### src/rtl/seg7_pkg.sv
// Shared constants for the 7-segment scan reader: glyph table and defaults.
// Segment patterns are active-low, ordered gfedcba (bit6=g ... bit0=a).
package seg7_pkg;

    localparam int DEF_NUM_DIGITS = 4;

    localparam logic [6:0] SEG_BLANK = 7'h7F;

    localparam logic [6:0] SEG_CODE [16] = '{
        7'h40, 7'h79, 7'h24, 7'h30,
        7'h19, 7'h12, 7'h02, 7'h78,
        7'h00, 7'h10, 7'h08, 7'h03,
        7'h46, 7'h21, 7'h06, 7'h0E
    };

    // Some drivers draw 9 without the bottom segment.
    localparam logic [6:0] SEG_NINE_ALT = 7'h18;

endpackage

### src/rtl/seg7_to_hex_m.sv
// Combinational glyph decoder: active-low segment pattern to nibble.
// o_legal is low for any pattern outside the glyph table.
module seg7_to_hex_m
    import seg7_pkg::*;
(
    input  logic [6:0] i_seg,
    output logic       o_legal,
    output logic [3:0] o_nib
);

    always_comb begin
        o_legal = 1'b0;
        o_nib   = 4'h0;
        for (int i = 0; i < 16; i++) begin
            if (i_seg == SEG_CODE[i]) begin
                o_legal = 1'b1;
                o_nib   = 4'(i);
            end
        end
        if (i_seg == SEG_NINE_ALT) begin
            o_legal = 1'b1;
            o_nib   = 4'h9;
        end
    end

endmodule

### src/rtl/seg7_scan_reader.sv
// Reconstructs hex digits from a multiplexed active-low 7-segment bus.
// Pins are synchronised, qualified by stability, decoded and framed.
module seg7_scan_reader
    import seg7_pkg::*;
#(
    parameter int NUM_DIGITS    = DEF_NUM_DIGITS,
    parameter int STABLE_CYCLES = 4
) (
    input  logic                    clk_i,
    input  logic                    rst_i,
    input  logic [6:0]              seg_i,
    input  logic [NUM_DIGITS-1:0]   an_i,
    output logic [4*NUM_DIGITS-1:0] hex_o,
    output logic [NUM_DIGITS-1:0]   dig_valid_o,
    output logic                    frame_o,
    output logic                    bad_o
);

    localparam int W  = NUM_DIGITS + 7;
    localparam int CW = $clog2(STABLE_CYCLES + 1);

    localparam logic [W-1:0]  BUS_IDLE = {{NUM_DIGITS{1'b1}}, SEG_BLANK};
    localparam logic [CW-1:0] CNT_MAX  = CW'(STABLE_CYCLES);
    localparam logic [CW-1:0] CNT_CAP  = CW'(STABLE_CYCLES - 1);

    logic [W-1:0]              r_s1;
    logic [W-1:0]              r_s2;
    logic [W-1:0]              r_prev;
    logic [CW-1:0]             r_cnt;
    logic [NUM_DIGITS-1:0]     r_seen;
    logic [4*NUM_DIGITS-1:0]   r_hex;
    logic [NUM_DIGITS-1:0]     r_valid;
    logic                      r_frame;
    logic                      r_bad;

    logic [NUM_DIGITS-1:0]     w_an_n;
    logic                      w_onehot;
    logic                      w_stable;
    logic                      w_cap;
    logic [NUM_DIGITS-1:0]     w_cap_mask;
    logic [NUM_DIGITS-1:0]     w_seen_next;
    logic                      w_frame;
    logic                      w_legal;
    logic [3:0]                w_nib;

    seg7_to_hex_m u_dec (
        .i_seg   (r_s2[6:0]),
        .o_legal (w_legal),
        .o_nib   (w_nib)
    );

    // Exactly one anode low: clear-lowest-set-bit leaves nothing.
    always_comb begin
        w_an_n      = ~r_s2[W-1:7];
        w_onehot    = (w_an_n != '0)
                   && ((w_an_n & (w_an_n - 1'b1)) == '0);
        w_stable    = (r_s2 == r_prev);
        w_cap       = w_stable && (r_cnt == CNT_CAP) && w_onehot;
        w_cap_mask  = w_cap ? w_an_n : '0;
        w_seen_next = r_seen | w_cap_mask;
        w_frame     = w_cap && (&w_seen_next);
    end

    always_ff @(posedge clk_i) begin
        if (rst_i) begin
            r_s1   <= BUS_IDLE;
            r_s2   <= BUS_IDLE;
            r_prev <= BUS_IDLE;
            r_cnt  <= '0;
        end else begin
            r_s1   <= {an_i, seg_i};
            r_s2   <= r_s1;
            r_prev <= r_s2;
            if (!w_stable)
                r_cnt <= '0;
            else if (r_cnt != CNT_MAX)
                r_cnt <= r_cnt + 1'b1;
        end
    end

    always_ff @(posedge clk_i) begin
        if (rst_i) begin
            r_seen  <= '0;
            r_hex   <= '0;
            r_valid <= '0;
            r_frame <= 1'b0;
            r_bad   <= 1'b0;
        end else begin
            r_frame <= w_frame;
            r_bad   <= w_cap && !w_legal;
            r_seen  <= w_frame ? '0 : w_seen_next;
            for (int k = 0; k < NUM_DIGITS; k++) begin
                if (w_cap_mask[k]) begin
                    r_valid[k] <= w_legal;
                    if (w_legal)
                        r_hex[4*k +: 4] <= w_nib;
                end
            end
        end
    end

    assign hex_o       = r_hex;
    assign dig_valid_o = r_valid;
    assign frame_o     = r_frame;
    assign bad_o       = r_bad;

endmodule
### config.mk
export PLATFORM = sky130hd
export DESIGN_NAME = seg7_scan_reader
export DESIGN_NICKNAME = d
export VERILOG_FILES = /design/src/rtl/seg7_pkg.sv /design/src/rtl/seg7_to_hex_m.sv /design/src/rtl/seg7_scan_reader.sv
export SDC_FILE = /design/constraint.sdc
export NUM_CORES = 1
export LEC_CHECK = 0
export ABC_AREA = 1
export BUFFER_PORTS_ARGS = -buffer_cell sky130_fd_sc_hd__buf_2
export CAP_MARGIN = 20
export CORE_AREA = 3 3 85 87
export CTS_CLUSTER_DIAMETER = 200
export DETAILED_ROUTE_END_ITERATION = 16
export DIE_AREA = 0 0 88 90
export SLEW_MARGIN = 20
export SYNTH_ARGS = -nofsm -noshare
export SYNTH_HDL_FRONTEND = slang
export SYNTH_SLANG_ARGS = --single-unit
### constraint.sdc
create_clock -name clk_i -period 2 [get_ports clk_i]
set_input_delay 0.2 -clock clk_i [delete_from_list [all_inputs] [get_ports clk_i]]
set_output_delay 0.2 -clock clk_i [all_outputs]
set_load 0.05 [all_outputs]
After elaboration in Yosys (flattened, before gate mapping):

Cells that the tools add are included.

* register bits after elaboration: 62
* bits of input ports: 13
* output and inout port bits: 22

* $add $sub $neg: 2
* eq/ne operators: 19
* mux-type cells: 34
* bitwise operators: 4
* reductions and logical operators: 16

Operators by type and width (number)
* 4-bit 2-to-1 mux: 10
* 7-bit by 5-bit equality test with 1-bit output (second input constant): 4
* 7-bit equality test (second input constant): 4
* 7-bit by 6-bit equality test with 1-bit output (second input constant): 3
* 1-bit 2-to-1 mux: 18
* 7-bit by 2-bit equality test with 1-bit output (second input constant): 2
* 7-bit by 4-bit equality test with 1-bit output (second input constant): 2
* 3-bit 2-to-1 mux: 4
* 11-bit equality test: 1
* 2-bit AND reduction: 4
* 7-bit by 3-bit equality test with 1-bit output (second input constant): 1
* 7-bit logical NOT: 1
* 1-bit logical AND: 5
* 4-bit bitwise AND: 1
* 4-bit logical NOT: 1
* 2-bit 2-to-1 mux: 2
* 4-bit inverter: 1
* 4-bit OR: 1
* 4-bit AND reduction: 1
* 4-bit nonzero test: 1
* 2-bit OR reduction: 2
* 4-bit by 1-bit subtractor with 4-bit output (second input constant): 1
* 3-bit by 1-bit adder with 3-bit output (second input constant): 1
* 3-bit by 2-bit equality test with 1-bit output (second input constant): 1
* other kinds (3): 3

Logic depth before layout (Yosys ltp):

* depth after elaboration: 20
* mapped depth: 13

Hierarchy:

From an unflattened synthesis, not the netlist that was laid out.

* cell total of the unflattened synthesis: 314
* area, all modules: 2610.0 um2

Modules (own cells, without submodules)
* seg7_scan_reader: times used 1, cells each 250, area each 2273.4 um2, sequential area each 1241.2 um2
* seg7_to_hex_m: times used 1, cells each 64, area each 336.6 um2, sequential area each 0.0 um2

Worst setup path before layout:

No wires, ideal clock.

* path kind: register -> register
* start: register r_cnt[1]
* end: register r_seen[0]
* setup time: 0.114 ns
* arrival: 1.419 ns
* data required time: 1.886 ns
* path slack: 0.467 ns
* stages on the path, launching flop included: 10
* path buffers: 0
* cells stage by stage: dfxtp_1 -> ha_1 -> ha_1 -> o211ai_1 -> nor2_1 -> nand4_1 -> nand2_1 -> nand4_1 -> nand2_1 -> nor2_1

* word-level cells in the longest chain between the ends: 8

Ends and longest elaborated chain
* start, declared: line seg7_scan_reader.sv:29 `logic [CW-1:0] r_cnt;`
* start signal, assigned: line seg7_scan_reader.sv:77 `r_cnt <= r_cnt + 1'b1;`
* 3-bit by 2-bit equality test with 1-bit output (*): line seg7_scan_reader.sv:58 `w_cap = w_stable && (r_cnt == CNT_CAP) && w_onehot;`
* 1-bit logical AND (*) (2 in series): line seg7_scan_reader.sv:58
* 4-bit 2-to-1 mux: line seg7_scan_reader.sv:59 `w_cap_mask = w_cap ? w_an_n : '0;`
* 4-bit OR: line seg7_scan_reader.sv:60 `w_seen_next = r_seen | w_cap_mask;`
* 4-bit AND reduction: line seg7_scan_reader.sv:61 `w_frame = w_cap && (&w_seen_next);`
* 1-bit logical AND: line seg7_scan_reader.sv:61
* 2-bit OR reduction (no line)
* end signal, assigned: line seg7_scan_reader.sv:91 `r_seen <= w_frame ? '0 : w_seen_next;`
* end, declared: line seg7_scan_reader.sv:30 `logic [NUM_DIGITS-1:0] r_seen;`

Every way passes the cells marked *; elsewhere a longest branch is shown, timed or not.
A chain may end at the register's enable or synchronous reset.

Worst setup path after layout:

* start: register r_s2[7]
* end: register r_seen[1]

* word-level cells in the longest chain between the ends: 11
* elaborated cells between the ends (all ways): 14

Ends and longest elaborated chain
* start, declared: line seg7_scan_reader.sv:27 `logic [W-1:0] r_s2;`
* start signal, assigned: line seg7_scan_reader.sv:72 `r_s2 <= r_s1;`
* 4-bit inverter: line seg7_scan_reader.sv:54 `w_an_n = ~r_s2[W-1:7];`
* 4-bit by 1-bit subtractor with 4-bit output: line seg7_scan_reader.sv:56 `&& ((w_an_n & (w_an_n - 1'b1)) == '0);`
* 4-bit bitwise AND: line seg7_scan_reader.sv:56
* 4-bit logical NOT: line seg7_scan_reader.sv:56
* 1-bit logical AND: line seg7_scan_reader.sv:56
* 1-bit logical AND: line seg7_scan_reader.sv:58
* 4-bit 2-to-1 mux: line seg7_scan_reader.sv:59
* 4-bit OR: line seg7_scan_reader.sv:60
* 4-bit AND reduction: line seg7_scan_reader.sv:61
* 1-bit logical AND: line seg7_scan_reader.sv:61
* 2-bit OR reduction (no line)

Several ways; a longest one is shown, not always the timed one.

==> results.md <==
- Post-synthesis compound-gate area fraction: 0.0479
- DRC: 0
- CTS buffer count: 9
- Die ar.: 7920 um^2
- Yosys warns: 0
- Worst-path clk slew: 0.07 ns
- Slew headroom: 0.788
- Area after DPL: 2820 um^2
- TritonRoute pass-1 iters: 4
- CTS tree: done
- Adder-Cell Fraction of Synth Area: 0.0146
- CTS sink cnt: 62
- Slew @ Worst Pin: 0.316 ns
- Maximum Capacitance Violations: 0
- ANT nets after route: 0
- Mux cell area share after synthesis: 0
- Status: complete, no violations
- Setup TNS: 0 ns
- Worst Hold Class: in2reg
- Total global routing overflow: 0
- Final instance area: 3080 um^2
- Fill count: 643
- Sequential power share: 0.469
- Routed wire length: 5.17 mm
- Core area: 6420 um^2
- Int Pwr: 2140 uW
- Yosys cell types: 24
- First-pass GRT wire length: 8.87 mm
- Row cnt: 29
- Main combinational cell family by area after synthesis: simple AND/OR/NAND/NOR gates
- Crit-path max FO: 5
- Post-Layout Cell Count: 461
- Cells after synthesis: 336
- ANT cells: 0
- Most frequent cells after synthesis: 78 x nand2_1, 62 x dfxtp_1, 44 x nor2_1, 39 x inv_1, 25 x or2_2
- Synth Cell Area: 2560 um^2
- Tmin final: 1.75 ns
- Clock skew: 0.00644 ns
- Cells after DPL: 445
- Overall Power: 2730 uW
- Share of post-route cells with drive strength above 1: 0.273
- Crit path DAT: 1.99 ns
- Final setup viols: 0
- DIE HEIGHT: 90 um
- Net Count, Synth: 352
- Kind of critical path: reg2reg
- Cell taking the most area after synthesis: dfxtp_1
- CP endpoint kind: flop
- I/O pin total: 35
- Post-CTS sizing: 0
- Vias after detailed routing: 2,078
- Avg Synthesized Cell Area: 7.63 um^2
- Hold_ws: 0.0389 ns
- Simple-gate portion of the synthesized area: 0.349
- Post-CTS Hold Fix Bufs: 0
- CTS root buffer: clkbuf_8
- #FFs+latches synth: 62
- Number of flops mapped to enable cells by yosys: 0
- CP required: 2.23 ns
- Maximum vdd drop: 0.455 mV
- Leakage: 0.00159 uW
- Most numerous cell in the Yosys netlist: nand2_1
- Synth top area share: 0.484
- Initial DRC Count: 86
- Async S/R FF share, synth: 0
- Seq/Total Area, Yosys: 0.484
- Fmax: 0.570 GHz
- Combinational share of power: 0.043
- Worst-skew pair later-pin latency: 0.34 ns
- Post-synth top flop: dfxtp_1
- GRT Overall Usage: 0.143
- Port-buffer cells: 34
- H-tree depth: 3
- NetSw: 591 uW
- Wire length per cell: 11.2 um
- Die width: 88 um
- Fin crit share: 0.877
- Starting Density: 0.399
- Sw Ratio: 0.216
- Area grow syn2layout: 20.2%
- GPL Wtd Cong: 0.899
- Synth Area in XOR/XNOR: 0.0239
- Final HPWL DP: 3.81 mm
- Slew Viols, Final: 0
- Post-CTS setup buffers: 0
- Largest net degree at the start of global routing: 33
- Final hold vios: 0
- RSZ-0062 raised after global routing: no
- Clock share of power: 0.488
- Fin nets: 395
- Leading post-synthesis cells by cell area: dfxtp_1 48%, nand2_1 11%, nor2_1 6.4%, or2_2 6.1%, inv_1 5.7%
- Vias/cell: 4.51
- Max clock buf depth: 2
- CP Launch Type: flop
- Initial antenna violation count: 0
- Pwr dens: 888 nW/um^2
- Vias in the first global route: 1,941
## registers in the layout (all words and copies together) (netlist names)
signal and count:
bad_o 1, dig_valid_o 4, frame_o 1, hex_o 16
r_cnt 3, r_prev 11, r_s1 11, r_s2 11
r_seen 4
## cells by family (layout without fill, tap and decap cells)
| group | count (synthesis) | after routing |
|---|---|---|
| buf+inv | 52 | 100 |
| xor+xnor | 7 | 7 |
| fa+ha+maj | 3 | 3 |
| compound gates | 24 | 24 |
| flops | 62 | 62 |
| simple gates | 188 | 188 |
## metal layers
layer / GRT usage / up-vias / share of wire
li1: - / 1119 / -
met1: 0.188 / 903 / 0.48
met2: 0.212 / 49 / 0.45
met3: 0.0402 / 7 / 0.049
met4: 0.0729 / 0 / 0.021
met5: 0 / - / 0
## path summary, 6_finish.rpt
path	end	start	cells after the start	slack, ns
worst max-delay path	r_seen[1]$_SDFF_PP0_	r_s2[7]$_SDFF_PP1_	8	0.25
worst min-delay path	r_s1[2]$_SDFF_PP1_	seg_i[2]	2	0.04
worst max register to register	r_seen[1]$_SDFF_PP0_	r_s2[7]$_SDFF_PP1_	8	0.25
worst min register to register	r_s2[5]$_SDFF_PP1_	r_s1[5]$_SDFF_PP1_	1	0.41
## placed cells by master (no fill, tap or decap), types with 6 or more instances in the layout
| master | instances |
|---|---|
| nand4_1 | 6 |
| buf_2 | 34 |
| xnor2_1 | 6 |
| clkbuf_8 | 9 |
| inv_1 | 39 |
| or2_2 | 25 |
| nand2_1 | 77 |
| dfxtp_1 | 59 |
| nand3_1 | 12 |
| nor2_1 | 42 |
| nor3_1 | 6 |
| a21oi_1 | 18 |
## final cells by class
type                       instances  area (um^2)  area share
clock buffer                       9          124      0.0402
clock inverter                     7          123      0.0398
inverter                          47          176      0.0573
multi-input combinational        222         1120       0.365
sequential                        62         1240       0.404
tap                               77         96.3      0.0313
timing repair buffer              37          193      0.0626
## power groups by stage
| stage | logic, uW | registers, uW | clock network [uW] |
|---|---|---|---|
| global route | 136 | 1290 | 1410 |
| finish | 119 | 1280 | 1330 |
| global placement | 117 | 1310 | 0 |
| CTS | 118 | 1280 | 1370 |
| floorplan | 87.2 | 1300 | 0 |
| detailed placement | 117 | 1310 | 0 |
## worst max-delay path, cell delays in order (launching register included)
cell and delay, ns:
dfxtp_1 0.50, xnor2_1 0.16, nand2_1 0.08, nor2_2 0.22
nand4_1 0.24, nand2_1 0.16, nand4_1 0.13, nand2_2 0.12
nor2_1 0.04
## through the flow
step | worst slack (ns) | utilization
2_1_floorplan | 0.467 | -
3_3_place_gp | 0.136 | 0.440
3_5_place_dp | 0.138 | 0.440
4_1_cts | 0.103 | 0.478
5_1_grt | 0.0163 | 0.480
6_report | 0.247 | 0.480
Note: power is estimated with default switching activity, not from simulation.
